### src/rtl/mux_gate_sched_pkg.sv
// rtl/mux_gate_sched_pkg.sv - shared op and FSM state types for mux_gate_sched
//
// Purpose: op-code and scheduler state enums used by mux_gate_sched and
//          mux_gate_unit.
// Ports:   none (package).
package mux_gate_sched_pkg;

  typedef enum logic [1:0] {
    OP_AND  = 2'b00,
    OP_OR   = 2'b01,
    OP_NAND = 2'b10,
    OP_XOR  = 2'b11
  } op_e;

  typedef enum logic {
    IDLE = 1'b0,
    RESP = 1'b1
  } state_e;

endpackage

### src/rtl/mux_gate_unit.sv
// rtl/mux_gate_unit.sv - combinational bitwise logic unit built from 2:1 muxes on A
//
// Purpose: computes AND/OR/NAND/XOR of a and b. Every result bit is a 2:1 mux
//          selected by the matching bit of a; op picks the two data inputs,
//          which are constants or b.
// Ports:
//   op  in  2  operation (OP_AND, OP_OR, OP_NAND, OP_XOR)
//   a   in  W  operand A, drives the mux selects
//   b   in  W  operand B
//   y   out W  result
module mux_gate_unit
  import mux_gate_sched_pkg::*;
#(
  parameter int W = 8
) (
  input  logic [1:0]   op,
  input  logic [W-1:0] a,
  input  logic [W-1:0] b,
  output logic [W-1:0] y
);

  // d1 is selected where a=1, d0 where a=0
  logic [W-1:0] d1;
  logic [W-1:0] d0;

  always_comb begin
    d1 = '0;
    d0 = '0;
    case (op_e'(op))
      OP_AND:  begin d1 = b;  d0 = '0; end
      OP_OR:   begin d1 = '1; d0 = b;  end
      OP_NAND: begin d1 = ~b; d0 = '1; end
      OP_XOR:  begin d1 = ~b; d0 = b;  end
      default: begin d1 = '0; d0 = '0; end
    endcase
  end

  always_comb begin
    y = '0;
    for (int i = 0; i < W; i++) begin
      y[i] = a[i] ? d1[i] : d0[i];
    end
  end

endmodule

### src/rtl/mux_gate_sched.sv
// rtl/mux_gate_sched.sv - round-robin scheduler sharing one mux_gate_unit among N_REQ requesters
//
// Purpose: grants one requester per transaction (round-robin from rr_ptr),
//          runs its op through mux_gate_unit and registers the result with the
//          requester index. Optional completion counter under
//          MUX_GATE_SCHED_STATS_EN.
// Ports:
//   clk        in  1            rising-edge clock
//   rst_n      in  1            asynchronous active-low reset
//   req_valid  in  N_REQ        per-requester request valid
//   req_ready  out N_REQ        one-hot (or zero) accept, combinational
//   req_op     in  2*N_REQ      op per requester, slice i = [2i+1:2i]
//   req_a      in  W*N_REQ      operand A per requester
//   req_b      in  W*N_REQ      operand B per requester
//   rsp_valid  out 1            registered result valid
//   rsp_ready  in  1            consumer accepts result
//   rsp_id     out clog2(N_REQ) requester index of the result
//   rsp_y      out W            registered result
//   op_cnt     out 16           completed responses, saturating (MUX_GATE_SCHED_STATS_EN only)
module mux_gate_sched
  import mux_gate_sched_pkg::*;
#(
  parameter int N_REQ = 4,
  parameter int W     = 8
) (
  input  logic                     clk,
  input  logic                     rst_n,
  input  logic [N_REQ-1:0]         req_valid,
  output logic [N_REQ-1:0]         req_ready,
  input  logic [2*N_REQ-1:0]       req_op,
  input  logic [W*N_REQ-1:0]       req_a,
  input  logic [W*N_REQ-1:0]       req_b,
  output logic                     rsp_valid,
  input  logic                     rsp_ready,
  output logic [$clog2(N_REQ)-1:0] rsp_id,
  output logic [W-1:0]             rsp_y
`ifdef MUX_GATE_SCHED_STATS_EN
  ,
  output logic [15:0]              op_cnt
`endif
);

  localparam int ID_W = $clog2(N_REQ);

  state_e          state_q;
  state_e          state_d;
  logic [ID_W-1:0] rr_ptr;
  logic [ID_W-1:0] grant;
  logic            found;
  logic [1:0]      sel_op;
  logic [W-1:0]    sel_a;
  logic [W-1:0]    sel_b;
  logic [W-1:0]    unit_y;
  logic            accept;

  function automatic logic [ID_W-1:0] wrap_idx(input logic [ID_W-1:0] base, input int off);
    int s;
    s = int'(base) + off;
    if (s >= N_REQ) s = s - N_REQ;
    return ID_W'(s);
  endfunction

  // Walk the ring from the farthest offset back to rr_ptr so the last hit,
  // i.e. the first valid at or after rr_ptr, wins.
  always_comb begin
    grant = '0;
    found = 1'b0;
    for (int k = N_REQ - 1; k >= 0; k--) begin
      if (req_valid[wrap_idx(rr_ptr, k)]) begin
        grant = wrap_idx(rr_ptr, k);
        found = 1'b1;
      end
    end
  end

  // rst_n gating keeps req_ready low while reset is held even with valids up
  assign accept = rst_n && (state_q == IDLE) && found;

  always_comb begin
    req_ready = '0;
    if (accept) req_ready[grant] = 1'b1;
  end

  assign sel_op = req_op[2*int'(grant) +: 2];
  assign sel_a  = req_a[W*int'(grant) +: W];
  assign sel_b  = req_b[W*int'(grant) +: W];

  mux_gate_unit #(.W(W)) u_unit (
    .op (sel_op),
    .a  (sel_a),
    .b  (sel_b),
    .y  (unit_y)
  );

  always_ff @(posedge clk or negedge rst_n) begin
    if (!rst_n) state_q <= IDLE;
    else        state_q <= state_d;
  end

  always_comb begin
    state_d = state_q;
    case (state_q)
      IDLE:    if (found)     state_d = RESP;
      RESP:    if (rsp_ready) state_d = IDLE;
      default: state_d = IDLE;
    endcase
  end

  always_ff @(posedge clk or negedge rst_n) begin
    if (!rst_n) begin
      rsp_valid <= 1'b0;
      rsp_id    <= '0;
      rsp_y     <= '0;
      rr_ptr    <= '0;
    end else if (accept) begin
      rsp_valid <= 1'b1;
      rsp_id    <= grant;
      rsp_y     <= unit_y;
      rr_ptr    <= (grant == ID_W'(N_REQ - 1)) ? '0 : grant + ID_W'(1);
    end else if (state_q == RESP && rsp_ready) begin
      rsp_valid <= 1'b0;
    end
  end

`ifdef MUX_GATE_SCHED_STATS_EN
  always_ff @(posedge clk or negedge rst_n) begin
    if (!rst_n) begin
      op_cnt <= '0;
    end else if (rsp_valid && rsp_ready && op_cnt != 16'hFFFF) begin
      op_cnt <= op_cnt + 16'd1;
    end
  end
`endif

endmodule

### config.mk
export PLATFORM = sky130hd
export DESIGN_NAME = mux_gate_sched
export DESIGN_NICKNAME = d
export VERILOG_FILES = /design/src/rtl/mux_gate_sched_pkg.sv /design/src/rtl/mux_gate_unit.sv /design/src/rtl/mux_gate_sched.sv
export SDC_FILE = /design/constraint.sdc
export NUM_CORES = 1
export LEC_CHECK = 0
export ABC_AREA = 1
export CORE_MARGIN = 3
export CORE_UTILIZATION = 44
export CTS_CLUSTER_DIAMETER = 40
export DETAILED_ROUTE_END_ITERATION = 12
export HOLD_SLACK_MARGIN = 0.02
export PLACE_DENSITY_LB_ADDON = 0.1
export SETUP_SLACK_MARGIN = 0.05
export SKIP_LAST_GASP = 1
export SLEW_MARGIN = 20
export SYNTH_ARGS = -nofsm -noshare
export SYNTH_HDL_FRONTEND = slang
export SYNTH_SLANG_ARGS = --single-unit
### constraint.sdc
create_clock -name clk -period 2.45 [get_ports clk]
set_input_delay 0.49 -clock clk [delete_from_list [all_inputs] [get_ports clk]]
set_output_delay 0.49 -clock clk [all_outputs]
set_load 0.005 [all_outputs]
# Word level (Yosys, flattened, before mapping)
# Cells that the tools add are included.
# classes
addsub,8
n_mul,0
eq_ne,4
n_mux,39
n_reduce_logical,8
div,0
bitwise,2
shifts,3
magnitude_cmp,10
# ops
operator,count
$shiftx A32 B6 Y8,2
$pmux W8 S3,2
$mux W1,21
$mux W2,9
$lt A2 B3 Y1 const B,5
$ge A3 B3 Y1 const B,3
$bmux W1 S2,4
$not A8 Y8,1
$shiftx A8 B4 Y2,1
$sub A2 B1 Y2 const B,4
$add A2 B2 Y3 const B,2
$eq A2 B2 Y1 const B,3
$logic_and A1 B1 Y1,4
$mux W4,1
$reduce_or A2 Y1,2
$add A2 B1 Y3 const B,1
$ge A2 B3 Y1 const B,1
$add A2 B1 Y2 const B,1
$demux W1 S2,1
$eq A2 B1 Y1 const B,1
$ge A2 B1 Y1 const B,1
$logic_not A2 Y1,1
$pmux W1 S2,1
$reduce_bool A2 Y1,1
$not A1 Y1,1
# word_totals
inputBits,79
mem_count,0
output_inout_bits,15
elab_cells,79
ram_bits,0
latchBits,0
rom_bits,0
ff_bits,14

# Logic depth before layout (Yosys ltp)
# Gate-level depths: netlist of the first run.
# logic_depth
depth_word,14
ltp_mapped,19
ltp_nobuf,17

# By module
# A second synthesis of the first run with hierarchy kept.
# unflattened
cells_unflattened,398
area_unflattened_um2,2043.2
# modules_own_cells
module,seq_area_each_um2,cells_per_inst,n_inst,area_each_um2
mux_gate_sched,350.3,331,1,1771.7
mux_gate_unit,0.0,67,1,271.5

# Worst setup path before layout of the first run
# No wires, ideal clock.
# synth_path
path_type,reg2out
startpoint,reg rr_ptr[0]
endpoint,out req_ready[2]
arrival_ps,1730
setup_slack_ps,230
required_ps,1960
n_path_buf,3
stages_incl_launch_ff,16
path_cell_list,dfrtp_1 buf_6 inv_4 nand2_1 nand2_1 nand2_2 nand3_2 nand2_1 nand2_4 nand2_2 buf_6 buf_4 inv_1 ha_1 inv_1 nor2_1
# synth_via
elab_chain_len,14
word_cells_on_any_way,38
classes_between,add/sub: 7; order compare: 6; mux: 23; reduce/logical: 2
# synth_rtl
item,line_no,source
from (decl),mux_gate_sched.sv:47,logic [ID_W-1:0] rr_ptr;
from (signal assigned),mux_gate_sched.sv:119,rr_ptr <= (grant == ID_W'(N_REQ - 1)) ? '0 : grant + ID_W'(1);
$add A2 B2 Y3,mux_gate_sched.sv:58,s = int'(base) + off;
$ge A3 B3 Y1 / $sub A2 B1 Y2 (equally long branches),mux_gate_sched.sv:59,if (s >= N_REQ) s = s - N_REQ;
$mux W2,mux_gate_sched.sv:59,
$bmux W1 S2,mux_gate_sched.sv:69,"if (req_valid[wrap_idx(rr_ptr, k)]) begin"
$mux W1 (not written as such),mux_gate_sched.sv:69,
$mux W2 (3 in series),mux_gate_sched.sv:69,
$mux W2 (*),mux_gate_sched.sv:69,
net grant[0],mux_gate_sched.sv:48,logic [ID_W-1:0] grant;
$lt A2 B3 Y1 (not written as such) / $ge A2 B1 Y1 (equally long branches),mux_gate_sched.sv:81,if (accept) req_ready[grant] = 1'b1;
$logic_and A1 B1 Y1 (not written as such),mux_gate_sched.sv:81,
$mux W1 (not written as such),mux_gate_sched.sv:81,
$demux W1 S2 (*),mux_gate_sched.sv:81,
$mux W4 (*),mux_gate_sched.sv:81,
to (decl),mux_gate_sched.sv:29,"output logic [N_REQ-1:0] req_ready,"
# The timed path passes the listed nets; every way through them passes the cells marked *. The select of a mux whose other input is x is not followed.

# Worst setup path in the final report of the first run
# layout_path
startpoint,reg rr_ptr[0]
endpoint,out req_ready[3]
# layout_via
elab_chain_len,14
word_cells_on_any_way,38
classes_between,add/sub: 7; order compare: 6; mux: 23; reduce/logical: 2
# layout_rtl
item,line_no
$add A2 B2 Y3,mux_gate_sched.sv:58
$ge A3 B3 Y1 / $sub A2 B1 Y2 (equally long branches),mux_gate_sched.sv:59
$mux W2,mux_gate_sched.sv:59
$bmux W1 S2,mux_gate_sched.sv:69
$mux W1 (not written as such),mux_gate_sched.sv:69
$mux W2 (4 in series),mux_gate_sched.sv:69
$lt A2 B3 Y1 (not written as such) / $ge A2 B1 Y1 (equally long branches),mux_gate_sched.sv:81
$logic_and A1 B1 Y1 (not written as such),mux_gate_sched.sv:81
$mux W1 (not written as such),mux_gate_sched.sv:81
$demux W1 S2,mux_gate_sched.sv:81
$mux W4 (*),mux_gate_sched.sv:81
# Mark *: on every way between the ends. The rest lies on a longest branch, timed or not. The select of a mux whose other input is x is not followed.

==> flow_metrics.env, run 1 <==
export IMPL_grt_util_all_layers_pct=22.9
export IMPL_die_h_um=76.9
export IMPL_r2r_start="rr_ptr[0]$_DFFE_PN0P_"
export IMPL_nNetsFinal=636
export IMPL_drv_cap=0
export IMPL_drt_initial_drc_count=293
export IMPL_syn_avg_cell_area_um2=5.25
export IMPL_worstReg2RegEnd="rsp_y[3]$_DFFE_PN0P_"
export IMPL_diodes=0
export IMPL_synth_seq_cells=14
export IMPL_r2r_cells=18
export IMPL_cts_root_buffer="clkbuf_8"
export IMPL_grt_pass1_vias=2647
export IMPL_area_growth_pct=85.2
export IMPL_drt_wirelength_per_cell_um=16.8
export IMPL_syn_inst=421
export IMPL_report_final_slew_viol_count=0
export IMPL_cts_tree="yes"
export IMPL_synth_fp_nets=504
export IMPL_min_period_ns=2.62
export IMPL_timing_fmax_mhz=381
export IMPL_die_area_um2=5910
export IMPL_rrSetupSlack_ns=-0.11
export IMPL_gp_congestion=0.840
export IMPL_antenna_found_initial=0
export IMPL_numCtsBuffers=3
export IMPL_setup_worst_path_end_class="primary output"
export IMPL_row_count=25
export IMPL_grt_overflow=0
export IMPL_skew_ns=0.00188
export IMPL_worst_slack_ns=-0.172
export IMPL_hpwl_um=5030
export IMPL_synth_warnings=0
export IMPL_pin_count=94
export IMPL_cp_endpoint="req_ready[3]"
export IMPL_critPathMaxFanout=6
export IMPL_grt_pass1_wl_um=11500
export IMPL_cp_data_arrival_time_ns=2.13
export IMPL_hold_path_class="flop to flop"
export IMPL_tightest_slew_ns=0.344
export IMPL_p_per_area_nw_per_um2=1910
export IMPL_setup_violations=12
export IMPL_cp_slowest_stage_delay_ns=0.46
export IMPL_netlist_area_um2=2210
export IMPL_finalSetupTns_ns=-1.12
export IMPL_start_kind="flop"
export IMPL_clock_latency_ns=0.25
export IMPL_hold_violations=0
export IMPL_clkSinkCount=14
export IMPL_wirelength_um=10400
export IMPL_synth_cell_type_count=22
export IMPL_cpMaxStageDelayCell="dfrtp_2"
export IMPL_cp_required_ns=1.96
export IMPL_ctsHoldBuffers=0
export IMPL_drc=0
export IMPL_clk_pin_slew_ns=0.07
export IMPL_failed_checks="setup timing"
export IMPL_vias_per_cell=5.42
export IMPL_clock_path_buffers=2
export IMPL_die_w_um=76.9
export IMPL_grt_max_degree=46
export IMPL_status="complete, but fails checks"
export IMPL_period_share_pct=107
export IMPL_leakagePower_nw=2.16
export IMPL_firstDrtPassIters=5
export IMPL_crit_chain="clkinv_4, nand2_4, nand3_2, nand2_2, nand3_4, nand2_2, nand2_4, nand2_8, ha_1, inv_1, nor2_1, clkbuf_2"
export IMPL_ant_nets=0
export IMPL_vias=3355
export IMPL_port_buffers=93
export IMPL_criticalPathCategory="flop to primary output"
export IMPL_post_route_util_pct=85.5
export IMPL_initial_core_util_pct=46.2
export IMPL_yosysSeqAreaShare_pct=15.9
export IMPL_ir_drop_uv=1020
export IMPL_core_um2=4790
export IMPL_maxSlewHeadroom_pct=76.8
export IMPL_h_tree_depth=1
export IMPL_rsz0062_at_grt="yes"
export IMPL_crit_start="rr_ptr[0]$_DFFE_PN0P_"
export IMPL_drive_above_1_share_pct=22.5
## kinds of logic after synthesis
| family | Yosys count | share of synthesized area [%] |
|---|---|---|
| buffers and inverters | 84 | 17.0 |
| AND/OR/NAND/NOR | 311 | 61.9 |
| AO/OA/AOI/OAI | 8 | 3.00 |
| flip-flops | 14 | 15.9 |
| adder cells (fa/ha/maj) | 4 | 2.27 |
## placed cells by master, fill, tap and decap left out, drive strengths merged
master | Yosys | routed
clkbuf | 2 | 12
dfrtp | 14 | 14
clkinv | 0 | 1
buf | 19 | 50
a21boi | 1 | 1
nand2 | 158 | 159
ha | 4 | 4
nand3b | 1 | 1
nand3 | 105 | 105
a21oi | 1 | 1
dlygate4sd2 | 0 | 4
o21a | 1 | 1
clkdlybuf4s50 | 0 | 85
inv | 63 | 62
nor2 | 47 | 47
o21ai | 4 | 4
a2111o | 1 | 1
## stage by stage
step           setup WS [ns]  hold WS, ns  cell area (um^2)  std cells  total power (W)
5_1_grt               -0.302        0.472              4090        619          0.00833
3_5_place_dp          -0.601        0.432              3240        580          0.00484
6_report              -0.172        0.463              4090        619          0.00781
2_1_floorplan          0.230        0.194              2210        421          0.00377
3_3_place_gp          -0.547        0.423              3240        580          0.00475
4_1_cts              -0.0502        0.440              3450        591          0.00542
## worst min-delay path by stage
| stage | startpoint | to | cells past startpoint |
|---|---|---|---|
| after detailed placement | state_q$_DFF_PN0_ | rsp_valid$_DFFE_PN0P_ | 1 |
| after floorplan | rst_n | rr_ptr[0]$_DFFE_PN0P_ | 0 |
| final | state_q$_DFF_PN0_ | rsp_valid$_DFFE_PN0P_ | 1 |
| after global placement | state_q$_DFF_PN0_ | rsp_valid$_DFFE_PN0P_ | 1 |
| after CTS | state_q$_DFF_PN0_ | rsp_valid$_DFFE_PN0P_ | 1 |
| after global routing | state_q$_DFF_PN0_ | rsp_valid$_DFFE_PN0P_ | 1 |
## what timing repair did
action	CTS	global route
hold endpoints to repair	0	0
setup buffers	8	20
endpoints found under the setup margin	13	16
cloned	0	8
gates resized for setup	51	70
pin swaps	17	20
## report_power, final
| group | internal (W) | switching [W] |
|---|---|---|
| Clock | 0.000143 | 0.0000936 |
| Sequential | 0.000350 | 0.000112 |
| Combinational | 0.00311 | 0.00400 |
| Total | 0.00360 | 0.00421 |
## routing by layer
metal / track usage [%] / share of wire [%]
met1: 27.7 / 34
met2: 42.5 / 51
met3: 3.52 / 8.8
met4: 4.53 / 6.1
met5: 0 / 0
## Yosys cell counts
master | count | area share, %
buf_4 | 1 | 0.34
clkbuf_1 | 2 | 0.34
buf_6 | 5 | 2.5
nand3_1 | 99 | 22
a21oi_1 | 1 | 0.23
inv_2 | 2 | 0.34
ha_1 | 4 | 2.3
buf_2 | 13 | 2.9
inv_4 | 1 | 0.28
o21ai_0 | 3 | 0.68
a2111o_1 | 1 | 0.51
o21a_1 | 1 | 0.34
o21ai_2 | 1 | 0.40
inv_1 | 60 | 10
nand3_2 | 6 | 2.7
nand2_2 | 5 | 1.4
dfrtp_1 | 14 | 16
nand2_4 | 3 | 1.5
nand3b_1 | 1 | 0.34
nor2_1 | 47 | 8.0
nand2_1 | 150 | 25
a21boi_4 | 1 | 0.85
## sequential cells by signal (all words and copies together), names as in the netlist
signal and cells:
rsp_valid 1, rr_ptr 2, rsp_id 2, rsp_y 8, state_q 1
## worst max-delay path, delay by kind of cell, from the launching register on
family        cells  cell delay (ns)
simple gates      8             0.88
flops             1             0.46
buf+inv           3             0.36
fa+ha+maj         1             0.17
## area by class of cell
| class | count | area, um^2 |
|---|---|---|
| clock buffer | 4 | 55.1 |
| fill | 286 | 693 |
| inverter | 63 | 244 |
| multi-input combinational | 324 | 1790 |
| sequential | 14 | 353 |
| tap | 67 | 83.8 |
| timing repair buffer | 147 | 1570 |
(Power assumes the default switching activity.)
==> run 2: changes to the inputs <==
Settings changed: CORE_MARGIN 3 to 2.
==> flow_metrics.env, run 2 (same netlist as run 1, synthesis figures left out) <==
export IMPL_worstHoldStart="state_q$_DFF_PN0_"
export IMPL_cts_root_buffer="clkbuf_8"
export IMPL_failed_checks="setup timing"
export IMPL_placed_cell_area_um2=3250
export IMPL_final_cell_mix="nand2_1 (130), nand3_1 (95), clkdlybuf4s50_1 (85)"
export IMPL_leakagePower_nw=1.99
export IMPL_clock_latency_ns=0.24
export IMPL_numCtsBuffers=3
export IMPL_ctsHoldBuffers=0
export IMPL_grt_util_all_layers_pct=25.3
export IMPL_pin_count=94
export IMPL_reg_top3="rsp_y x8, rr_ptr x2, rsp_id x2"
export IMPL_cp_data_arrival_time_ns=2.17
export IMPL_hold_path_class="flop to flop"
export IMPL_ant_nets=0
export IMPL_worst_slack_ns=-0.206
export IMPL_cp_required_ns=1.96
export IMPL_period_share_pct=108
export IMPL_grt_max_degree=46
export IMPL_firstDrtPassIters=4
export IMPL_vias_per_cell=4.92
export IMPL_top_register="rsp_y"
export IMPL_hpwl_um=4950
export IMPL_drv_cap=0
export IMPL_fin_cells=603
export IMPL_crit_chain="clkinv_4, nand2_2, nand2_2, nand2_4, nand3_4, o21ai_4, nand2_1, nand2_2, buf_6, ha_1, inv_1, nor2_1, buf_2"
export IMPL_cpMostUsedCell="nand2_2"
export IMPL_clock_path_buffers=2
export IMPL_port_buffers=93
export IMPL_crit_start="rr_ptr[0]$_DFFE_PN0P_"
export IMPL_die_w_um=74.9
export IMPL_clk_pin_slew_ns=0.06
export IMPL_drt_wirelength_per_cell_um=12.5
export IMPL_wirelength_um=7550
export IMPL_grt_pass1_wl_um=11300
export IMPL_cpMaxStageDelayCell="dfrtp_2"
export IMPL_area_growth_pct=68.0
export IMPL_setup_worst_path_end_class="primary output"
export IMPL_num_fill_cells=384
export IMPL_drive_above_1_share_pct=18.8
export IMPL_final_area_um2=3710
export IMPL_timing_fmax_mhz=377
export IMPL_p_per_area_nw_per_um2=1650
export IMPL_post_route_util_pct=77.5
export IMPL_vias=2968
export IMPL_h_tree_depth=1
export IMPL_critPathMaxFanout=6
export IMPL_antenna_found_initial=0
export IMPL_cp_slowest_stage_delay_ns=0.46
export IMPL_hold_violations=0
export IMPL_rsz0062_at_grt="yes"
export IMPL_core_um2=4790
export IMPL_status="complete, but fails checks"
export IMPL_multiInputGateArea_um2=1690
export IMPL_start_kind="flop"
export IMPL_criticalPathCategory="flop to primary output"
export IMPL_die_area_um2=5600
export IMPL_die_h_um=74.9
export IMPL_skew_ns=0.00379
export IMPL_maxSlewHeadroom_pct=79.5
export IMPL_gp_congestion=0.845
export IMPL_regArea_um2=352
export IMPL_grt_overflow=0
export IMPL_row_count=25
export IMPL_min_period_ns=2.66
export IMPL_drt_initial_drc_count=119
export IMPL_place_ws_ns=-0.626
export IMPL_tightest_slew_ns=0.308
export IMPL_final_common_cell="nand2_1"
export IMPL_whs_ns=0.479
export IMPL_r2r_start="rr_ptr[0]$_DFFE_PN0P_"
export IMPL_nNetsFinal=621
export IMPL_min_path_cells=1
export IMPL_post_place_cells=582
export IMPL_r2r_cells=17
export IMPL_ir_drop_uv=839
export IMPL_clkSinkCount=14
export IMPL_cts_tree="yes"
export IMPL_drc=0
export IMPL_grt_pass1_vias=2714
export IMPL_initial_core_util_pct=46.2
export IMPL_setup_violations=4
export IMPL_report_final_slew_viol_count=0
export IMPL_diodes=0
export IMPL_largest_reg_flops=8
run 2: cell count changes in the layout (fill, tap and decap cells not counted), sizes merged:
cell / before / now
buf: 50 / 44
nand2: 159 / 158
clkbuf: 12 / 3
run 2: cell type report:
type                            instances  area share, %
Inverter                               63           6.51
Multi-Input combinational cell        323           45.5
Tap cell                               67           2.26
Clock buffer                            3           1.11
Timing Repair Buffer                  133           35.1
Sequential cell                        14           9.47
run 2: worst max-delay path: cells and delay by family, from the launching register on:
family,cells,cell delay (ns)
and+or+nand+nor,7,0.72
DFF,1,0.46
buffers and inverters,4,0.44
AOI/OAI and AO/OA,1,0.16
adders and majority gates,1,0.14
run 2: through the flow:
stage	total power (W)	setup TNS, ns
final	0.00612	-0.555
after global placement	0.00478	-5.86
after detailed placement	0.00488	-7.34
after floorplan	0.00377	0
after global routing	0.00680	-1.93
after CTS	0.00554	-0.0971
run 2: where the power goes:
part | switching [W] | internal, W
clock | 0.0000768 | 0.000109
sequential | 0.0000873 | 0.000348
combinational | 0.00320 | 0.00230
total | 0.00336 | 0.00276
run 2: path summary, 6_finish.rpt:
kind | end | slack, ns
worst max-delay path | req_ready[1] | -0.21
worst min register to register | rsp_valid$_DFFE_PN0P_ | 0.48
max in group asynchronous | rr_ptr[0]$_DFFE_PN0P_ | 1.59
worst min-delay path | rsp_valid$_DFFE_PN0P_ | 0.48
worst max register to register | rsp_y[2]$_DFFE_PN0P_ | 0
min in group asynchronous | rsp_valid$_DFFE_PN0P_ | 0.67
run 2: layer usage:
| metal | wire length, um | track usage (%) | up-vias | share of wire, % |
|---|---|---|---|---|
| met5 | 0 | 0 | - | 0 |
| met4 | 204 | 6.94 | 0 | 2.7 |
| met1 | 3100 | 30.4 | 1310 | 41 |
| li1 | - | - | 1535 | - |
| met2 | 3860 | 47.1 | 101 | 51 |
| met3 | 384 | 3.21 | 22 | 5.1 |
run 2: repair_timing:
item / in CTS / in global routing
cloned: 0 / 1
endpoints found under the setup margin: 14 / 15
setup buffers: 11 / 6
resized for setup: 62 / 38
pin swaps: 23 / 19
==> run 3: changes to the inputs <==
Settings changed: CORE_UTILIZATION 44 to 40.
==> flow_metrics.env, run 3 (same netlist as run 1, synthesis figures left out) <==
export IMPL_hold_violations=0
export IMPL_ant_nets=0
export IMPL_largest_reg_flops=8
export IMPL_drive_above_1_share_pct=16.8
export IMPL_reg_top3="rsp_y x8, rr_ptr x2, rsp_id x2"
export IMPL_die_area_um2=6130
export IMPL_totalPowerFinal_w=0.00598
export IMPL_hpwl_um=5030
export IMPL_tightest_slew_ns=0.204
export IMPL_min_period_ns=2.52
export IMPL_p_per_area_nw_per_um2=1650
export IMPL_drc=0
export IMPL_grt_util_all_layers_pct=23.2
export IMPL_worst_slack_ns=-0.0724
export IMPL_antenna_found_initial=0
export IMPL_clkSinkCount=14
export IMPL_die_w_um=78.3
export IMPL_report_final_slew_viol_count=0
export IMPL_whs_ns=0.471
export IMPL_start_kind="flop"
export IMPL_ir_drop_uv=890
export IMPL_placed_cell_area_um2=3240
export IMPL_drt_wirelength_per_cell_um=11.6
export IMPL_pin_count=94
export IMPL_cp_slowest_stage_delay_ns=0.47
export IMPL_area_growth_pct=64.5
export IMPL_period_share_pct=103
export IMPL_final_cell_mix="nand2_1 (134), nand3_1 (96), clkdlybuf4s50_1 (85)"
export IMPL_status="complete, but fails checks"
export IMPL_setup_violations=4
export IMPL_top_layer="met4"
export IMPL_cts_root_buffer="clkbuf_8"
export IMPL_cpMostUsedCell="nand2_4"
export IMPL_gp_congestion=0.825
export IMPL_clock_path_buffers=2
export IMPL_route_met2_wl_um=3460
export IMPL_critPathTopFamily="simple AND/OR/NAND/NOR gates"
export IMPL_initial_core_util_pct=40.9
export IMPL_clock_latency_ns=0.24
export IMPL_hold_path_class="flop to flop"
export IMPL_numCtsBuffers=3
export IMPL_critPathMaxFanout=8
export IMPL_leakagePower_nw=1.94
export IMPL_cp_required_ns=1.96
export IMPL_timing_critical_path_buf_inv=5
export IMPL_finalSetupTns_ns=-0.255
export IMPL_grt_overflow=0
export IMPL_vias_per_cell=4.83
export IMPL_wl_met1_um=3070
export IMPL_grt_pass1_vias=2721
export IMPL_wl_met3_um=332
export IMPL_row_count=27
export IMPL_final_common_cell="nand2_1"
export IMPL_crit_chain="clkinv_4, nand2_2, nand2_4, nand2_4, buf_4, nand3_4, nand2_4, nand2_4, nand2_8, inv_4, ha_1, inv_2, nor2_2, buf_2"
export IMPL_setup_worst_path_end_class="primary output"
export IMPL_vias=2903
export IMPL_wirelength_um=6980
export IMPL_cpMaxStageDelayCell="dfrtp_2"
export IMPL_skew_ns=0.000493
export IMPL_die_h_um=78.3
export IMPL_cp_data_arrival_time_ns=2.03
export IMPL_h_tree_depth=1
export IMPL_nNetsFinal=614
export IMPL_timing_fmax_mhz=396
export IMPL_top_register="rsp_y"
export IMPL_cts_tree="yes"
export IMPL_grt_pass1_wl_um=11700
export IMPL_failed_checks="setup timing"
export IMPL_drv_cap=0
export IMPL_final_area_um2=3630
export IMPL_core_um2=5410
export IMPL_clk_pin_slew_ns=0.05
export IMPL_ctsHoldBuffers=0
export IMPL_diodes=0
export IMPL_criticalPathCategory="flop to primary output"
export IMPL_rsz0062_at_grt="yes"
export IMPL_firstDrtPassIters=4
export IMPL_port_buffers=93
export IMPL_grt_max_degree=46
export IMPL_post_route_util_pct=67.2
export IMPL_maxSlewHeadroom_pct=86.3
export IMPL_drt_initial_drc_count=111
## run 3: changes by cell type in the layout (fill, tap and decap cells not counted), moves of 2 or more
cell     change
nand2_4      -4
nand2_1      +4
inv_4        +2
buf_6        -8
nand3_2      -3
nand3_4      +2
## run 3: worst reg2reg max path, cell delays in order (launching register included)
cell and delay, ns:
dfrtp_2 0.47, clkinv_4 0.14, nand2_2 0.11, nand2_4 0.07, nand2_4 0.08, buf_4 0.13
nand3_4 0.10, nand2_4 0.09, nand2_4 0.08, nand2_8 0.09, buf_12 0.19, nand2_1 0.10
nand2_1 0.06, nand2_1 0.08, nand2_4 0.12, nand2_1 0.06, nor2_1 0.09, nor2_1 0.05
nor2_1 0.13, nor2_1 0.05
## run 3: power by group
group          switching (W)  leakage [nW]  internal [W]
Clock              0.0000758        0.0216      0.000109
Combinational        0.00312          1.76       0.00223
Sequential         0.0000998         0.155      0.000350
## run 3: worst paths after layout
kind / startpoint / end / slack [ns] / cells past startpoint
worst max-delay path: rr_ptr[0]$_DFFE_PN0P_ / req_ready[2] / -0.07 / 14
worst min-delay path: state_q$_DFF_PN0_ / rsp_valid$_DFFE_PN0P_ / 0.47 / 1
worst max register to register: rr_ptr[0]$_DFFE_PN0P_ / rsp_y[1]$_DFFE_PN0P_ / 0.05 / 19
worst min register to register: state_q$_DFF_PN0_ / rsp_valid$_DFFE_PN0P_ / 0.47 / 1
max in group asynchronous: rst_n / rr_ptr[0]$_DFFE_PN0P_ / 1.61 / 2
min in group asynchronous: rst_n / rr_ptr[1]$_DFFE_PN0P_ / 0.66 / 2
## run 3: layer usage
metal	track usage, %	vias up
met5	0	-
met4	6.32	0
met3	2.64	10
met2	42.8	84
met1	28.4	1285
li1	-	1524
## run 3: final cells by class
cell class	count	area, um^2
Clock buffer	3	41.3
Fill cell	524	1770
Timing Repair Buffer	126	1230
Multi-Input combinational cell	323	1680
Inverter	63	246
Sequential cell	14	353
Tap cell	72	90.1
## run 3: metrics by stage
| stage | worst slack (ns) | cells |
|---|---|---|
| 3_5_place_dp | -0.630 | 584 |
| 4_1_cts | -0.0401 | 596 |
| 3_3_place_gp | -0.560 | 584 |
| 6_report | -0.0724 | 601 |
| 2_1_floorplan | 0.230 | 421 |
| 5_1_grt | -0.182 | 601 |
## run 3: what timing repair did
action,CTS,global route
setup buffers,11,5
gates resized for setup,58,33
endpoints found under the setup margin,12,12
cloned,0,0
pin swaps,15,17
